## src/rtl/uart_rx.sv

```systemverilog
// uart_rx: 8N1 UART receiver with mid-bit sampling and a valid/ready holding register.
// Define UART_RX_PARITY_EN for 8E1 frames with parity checking (parity_err stays 0 otherwise).
module uart_rx #(
  parameter int SYS_CLK_FRE = 100_000_000,
  parameter int BPS         = 115200
) (
  input  logic       sys_clk,
  input  logic       sys_rst_n,
  input  logic       uart_rxd,
  output logic [7:0] rx_data,
  output logic       rx_valid,
  input  logic       rx_ready,
  output logic       frame_err,
  output logic       parity_err,
  output logic       overrun,
  output logic       rx_busy
);

  localparam int BPS_CNT = SYS_CLK_FRE / BPS;
  localparam logic [15:0] FULL_LAST = 16'(BPS_CNT - 1);
  localparam logic [15:0] HALF_LAST = 16'(BPS_CNT / 2 - 1);

  localparam logic [2:0] IDLE   = 3'd0;
  localparam logic [2:0] START  = 3'd1;
  localparam logic [2:0] DATA   = 3'd2;
`ifdef UART_RX_PARITY_EN
  localparam logic [2:0] PARITY = 3'd3;
`endif
  localparam logic [2:0] STOP   = 3'd4;
  localparam logic [2:0] BREAK  = 3'd5;

  logic        rxd_sync1;
  logic        rxd_sync2;
  logic        rxd_prev;
  logic [2:0]  state;
  logic [15:0] clk_cnt;
  logic [3:0]  bit_cnt;
  logic [7:0]  shift;
  logic        deliver;
  logic        fall;
  logic        half_hit;
  logic        full_hit;
  logic        par_bad;

`ifdef UART_RX_PARITY_EN
  logic        par_bit;
  logic        perr_q;
`endif

  assign fall     = rxd_prev & ~rxd_sync2;
  assign half_hit = (clk_cnt == HALF_LAST);
  assign full_hit = (clk_cnt == FULL_LAST);
  assign rx_busy  = (state != IDLE);

`ifdef UART_RX_PARITY_EN
  assign par_bad    = ^{shift, par_bit};
  assign parity_err = perr_q;
`else
  assign par_bad    = 1'b0;
  assign parity_err = 1'b0;
`endif

  // Two-flop synchroniser plus a delay flop for edge detection
  always_ff @(posedge sys_clk or negedge sys_rst_n) begin
    if (!sys_rst_n) begin
      rxd_sync1 <= 1'b1;
      rxd_sync2 <= 1'b1;
      rxd_prev  <= 1'b1;
    end else begin
      rxd_sync1 <= uart_rxd;
      rxd_sync2 <= rxd_sync1;
      rxd_prev  <= rxd_sync2;
    end
  end

  // Frame FSM: start check, centre sampling, stop/parity verdict
  always_ff @(posedge sys_clk or negedge sys_rst_n) begin
    if (!sys_rst_n) begin
      state     <= IDLE;
      clk_cnt   <= 16'd0;
      bit_cnt   <= 4'd0;
      shift     <= 8'd0;
      deliver   <= 1'b0;
      frame_err <= 1'b0;
`ifdef UART_RX_PARITY_EN
      par_bit   <= 1'b0;
      perr_q    <= 1'b0;
`endif
    end else begin
      deliver   <= 1'b0;
      frame_err <= 1'b0;
`ifdef UART_RX_PARITY_EN
      perr_q    <= 1'b0;
`endif
      clk_cnt   <= clk_cnt + 16'd1;
      unique case (state)
        IDLE: begin
          clk_cnt <= 16'd0;
          bit_cnt <= 4'd0;
          if (fall)
            state <= START;
        end
        START: begin
          if (half_hit) begin
            clk_cnt <= 16'd0;
            state   <= rxd_sync2 ? IDLE : DATA;
          end
        end
        DATA: begin
          if (full_hit) begin
            clk_cnt <= 16'd0;
            shift[bit_cnt[2:0]] <= rxd_sync2;
            bit_cnt <= bit_cnt + 4'd1;
            if (bit_cnt == 4'd7) begin
`ifdef UART_RX_PARITY_EN
              state <= PARITY;
`else
              state <= STOP;
`endif
            end
          end
        end
`ifdef UART_RX_PARITY_EN
        PARITY: begin
          if (full_hit) begin
            clk_cnt <= 16'd0;
            par_bit <= rxd_sync2;
            state   <= STOP;
          end
        end
`endif
        STOP: begin
          if (full_hit) begin
            clk_cnt <= 16'd0;
            if (!rxd_sync2) begin
              frame_err <= 1'b1;
              state     <= BREAK;
            end else if (par_bad) begin
`ifdef UART_RX_PARITY_EN
              perr_q <= 1'b1;
`endif
              state  <= IDLE;
            end else begin
              deliver <= 1'b1;
              state   <= IDLE;
            end
          end
        end
        BREAK: begin
          clk_cnt <= 16'd0;
          if (rxd_sync2)
            state <= IDLE;
        end
        default: begin
          clk_cnt <= 16'd0;
          state   <= IDLE;
        end
      endcase
    end
  end

  // One-entry holding register with overrun on a full slot
  always_ff @(posedge sys_clk or negedge sys_rst_n) begin
    if (!sys_rst_n) begin
      rx_data  <= 8'd0;
      rx_valid <= 1'b0;
      overrun  <= 1'b0;
    end else begin
      overrun <= 1'b0;
      if (deliver) begin
        if (!rx_valid || rx_ready) begin
          rx_data  <= shift;
          rx_valid <= 1'b1;
        end else begin
          overrun <= 1'b1;
        end
      end else if (rx_valid && rx_ready) begin
        rx_valid <= 1'b0;
      end
    end
  end

endmodule
```

## config.mk

```make
export PLATFORM = sky130hd
export DESIGN_NAME = uart_rx
export DESIGN_NICKNAME = d
export VERILOG_FILES = /design/src/rtl/uart_rx.sv
export SDC_FILE = /design/constraint.sdc
export NUM_CORES = 1
export LEC_CHECK = 0
export BUFFER_PORTS_ARGS = -buffer_cell sky130_fd_sc_hd__buf_2
export CAP_MARGIN = 5
export CORE_MARGIN = 2
export CORE_UTILIZATION = 37
export CTS_BUF_LIST = sky130_fd_sc_hd__clkbuf_8
export CTS_CLUSTER_SIZE = 14
export DETAILED_ROUTE_END_ITERATION = 10
export GPL_ROUTABILITY_DRIVEN = 1
export GPL_TIMING_DRIVEN = 0
export HOLD_SLACK_MARGIN = 0.15
export PLACE_DENSITY = 0.62
export SETUP_SLACK_MARGIN = 0.3
export SYNTH_ARGS = -nofsm -noshare
export SYNTH_HDL_FRONTEND = slang
export SYNTH_SLANG_ARGS = --single-unit
```

## constraint.sdc

```tcl
create_clock -name sys_clk -period 2.75 [get_ports sys_clk]
set_clock_uncertainty 0.05 [all_clocks]
set_input_delay 0.4125 -clock sys_clk [delete_from_list [all_inputs] [get_ports sys_clk]]
set_output_delay 0.4125 -clock sys_clk [all_outputs]
set_load 0.05 [all_outputs]
```

==> flow_metrics.env <==
export IMPL_slew_violations=0
export IMPL_crit_family="simple AND/OR/NAND/NOR gates"
export IMPL_track_usage_pct=13.25
export IMPL_rr_startpoint="clk_cnt[4]"
export IMPL_grt_start_max_net_pins=47
export IMPL_cts_sinks=46
export IMPL_antenna_cells=0
export IMPL_yosysSeqAreaShare_pct=53.76
export IMPL_num_vias=1535
export IMPL_ant_nets=0
export IMPL_htreeDepth=2
export IMPL_cts_buffers=5
export IMPL_tightest_slew_ns=0.9996
export IMPL_grt_overflow_total=0
export IMPL_syn_avg_cell_area_um2=10.96
export IMPL_rows=27
export IMPL_syn_nets=203
export IMPL_p_leak_nw=1.186
export IMPL_hold_violations=0
export IMPL_syn_cell_area_um2=2148
export IMPL_fmax_ghz=0.4100
export IMPL_worstPathArrival_ns=2.57
export IMPL_crit_slowest_cell="or4_4"
export IMPL_core_um2=5574
export IMPL_pwr_density_cell_nw_per_um2=671.9
export IMPL_mostFrequentLayoutCells="dfrtp_1 (40), nor2_1 (21), mux2_2 (15), buf_2 (15), nand2_1 (14)"
export IMPL_io_buffers=15
export IMPL_drc=0
export IMPL_post_drt_wl_per_cell_um=12.86
export IMPL_synth_seq_cells=46
export IMPL_cp_cell_sequence="or4bb_4, or4_4, or4_4, mux2_4"
export IMPL_max_clock_path_buffers=2
export IMPL_wl_um=3908
export IMPL_synth_cells=196
export IMPL_relSlewSlack_pct=33.36
export IMPL_ys_warn_count=0
export IMPL_chipWidth_um=80.20
export IMPL_nets=238
export IMPL_start_util_pct=38.54
export IMPL_drive_gt1_share_pct=30.17
export IMPL_area_growth_pct=20.91
export IMPL_synth_cell_types=44
export IMPL_clock_latency_ns=0.29
export IMPL_worst_path_buf_inv=0
export IMPL_rrSetupSlack_ns=0.31
export IMPL_setup_viol=0
export IMPL_r2r_end="shift[6]"
export IMPL_clk_transition_reported_paths_ns=0.09
export IMPL_dp_hpwl_um=2533
export IMPL_outcome="finished clean"
export IMPL_cp_end_kind="flop"
export IMPL_ioPinCount=17
export IMPL_crit_fanout=5
export IMPL_startpoint_type="flop"
export IMPL_first_pass_iters=4
export IMPL_path_common_cell="or4_4"
export IMPL_root_buffer="clkbuf_8"
export IMPL_rsz0062_at_grt="no"
export IMPL_min_period_over_period_pct=88.68
export IMPL_cts_tree="yes"
export IMPL_finalInstanceArea_um2=2597
export IMPL_reg2regPathDepth=4
export IMPL_min_period_ns=2.439
export IMPL_final_common_cell="dfrtp_1"
export IMPL_worst_path_largest_cell_delay_ns=0.59
export IMPL_hold_path_class="in -> async"
export IMPL_p_total_mw=1.745
export IMPL_cp_required_ns=2.89
export IMPL_antenna_found_initial=0
export IMPL_via_per_inst=5.049
export IMPL_die_h_um=80.20
export IMPL_grt_pass1_wl_um=6699
export IMPL_worst_ir_drop_vdd_uv=347.8
export IMPL_dieArea_um2=6432
export IMPL_crit_type="reg -> reg"
export IMPL_globalplace_congestion=0.8950
export IMPL_drv_cap=0
export IMPL_place_area_um2=2313
export IMPL_grt_pass1_vias=1517
export IMPL_drtIter0Drc=69
where the power goes:
part,internal (mW),switching [mW],total (mW)
logic,0.154,0.242,0.395
clock network,0.388,0.224,0.611
registers,0.709,0.0299,0.739
total,1.25,0.495,1.75
final cells by class:
type,instances,area (um2)
timing repair buffer,28,175.2
clock buffer,6,82.58
clock inverter,2,60.06
tap,72,90.09
multi-input combinational,135,962.2
inverter,7,26.28
fill,534,2977
buffer,8,42.54
sequential,46,1159
state kept, by name (all words and copies together) (netlist names), 3 cells and up:
name / cells
clk_cnt: 16
shift: 8
bit_cnt: 4
state: 3
rx_data: 8
cell families after synthesis:
family	share of synthesized area [%]
xor+xnor	4.892
simple gates	21.67
fa+ha+maj	1.747
compound gates	5.883
mux	9.027
flops	53.76
other cells	0.1746
buf+inv	2.854
worst register-to-register path: stages, from the launching register on:
cell and delay (ns):
dfrtp_1 0.39, or4bb_4 0.56, or4_4 0.59, or4_4 0.44, mux2_4 0.30
worst max-delay path by stage:
stage / to / startpoint / cells after the start
final: shift[6] / clk_cnt[4] / 4
after global routing: shift[6] / clk_cnt[7] / 4
after CTS: shift[6] / clk_cnt[7] / 4
after detailed placement: clk_cnt[8] / clk_cnt[1] / 7
after global placement: clk_cnt[3] / clk_cnt[1] / 7
after floorplan: shift[6] / clk_cnt[7] / 4
synth_stat cells:
cell type	instances	share of area, %
mux2_4	1	0.70
nor4_2	1	0.58
a22o_1	1	0.41
o31ai_1	2	0.70
and2_1	1	0.29
nor2_1	21	3.7
nor3b_1	1	0.35
nor2b_1	1	0.29
or4_1	4	1.4
nand2_1	14	2.4
buf_2	1	0.23
and4_2	1	0.47
nand4b_1	3	1.2
nand3_1	10	2.3
or3_1	3	0.87
buf_4	1	0.35
mux2i_1	1	0.47
o2bb2ai_1	1	0.41
dfrtp_1	43	50
or4_4	3	1.6
xnor2_1	5	2.0
o41ai_1	1	0.41
o21ai_0	3	0.70
nor4_1	1	0.29
a2bb2oi_1	1	0.41
nand2b_1	2	0.58
o22ai_1	1	0.29
a21oi_1	6	1.4
clkbuf_1	6	1.0
a31o_2	1	0.41
o211ai_1	1	0.35
or3b_2	1	0.41
ha_1	3	1.7
nor3_1	5	1.2
conb_1	1	0.17
and3_1	2	0.58
mux2_2	15	7.9
nor4b_1	1	0.41
o32ai_1	1	0.41
or4bb_4	1	0.70
xor2_1	7	2.9
nand4_1	7	2.0
dfstp_2	3	3.7
inv_1	7	1.2
metrics by stage:
step / TNS [ns] / hold slack (ns) / instances / utilization, % / setup WS, ns
after floorplan: 0 / 0.06691 / 196 / - / 0.3255
after detailed placement: -0.3555 / 0.2975 / 283 / 41.50 / -0.04473
after CTS: 0 / 0.1531 / 296 / 45.39 / 0.3000
after global routing: 0 / 0.3145 / 304 / 46.60 / 0.3010
final: 0 / 0.2313 / 304 / 46.60 / 0.3112
after global placement: -0.09932 / 0.2983 / 283 / 41.50 / -0.01276
per-layer routing:
metal | track usage, % | vias up | routed length, um
met4 | 5.593 | 0 | 40
met2 | 21.92 | 24 | 1909
met1 | 16.38 | 739 | 1831
met5 | 0 | - | 0
li1 | - | 765 | -
met3 | 3.371 | 7 | 127
what timing repair did:
item                                   in CTS  in global routing
setup endpoints to repair                  25                 16
endpoints found under the hold margin       0                  1
buffers inserted                            5                  7
gates resized for setup                     8                  2
pin swaps                                   0                  4
hold buffers                                0                  1
Power figures use the tool's default switching activity.
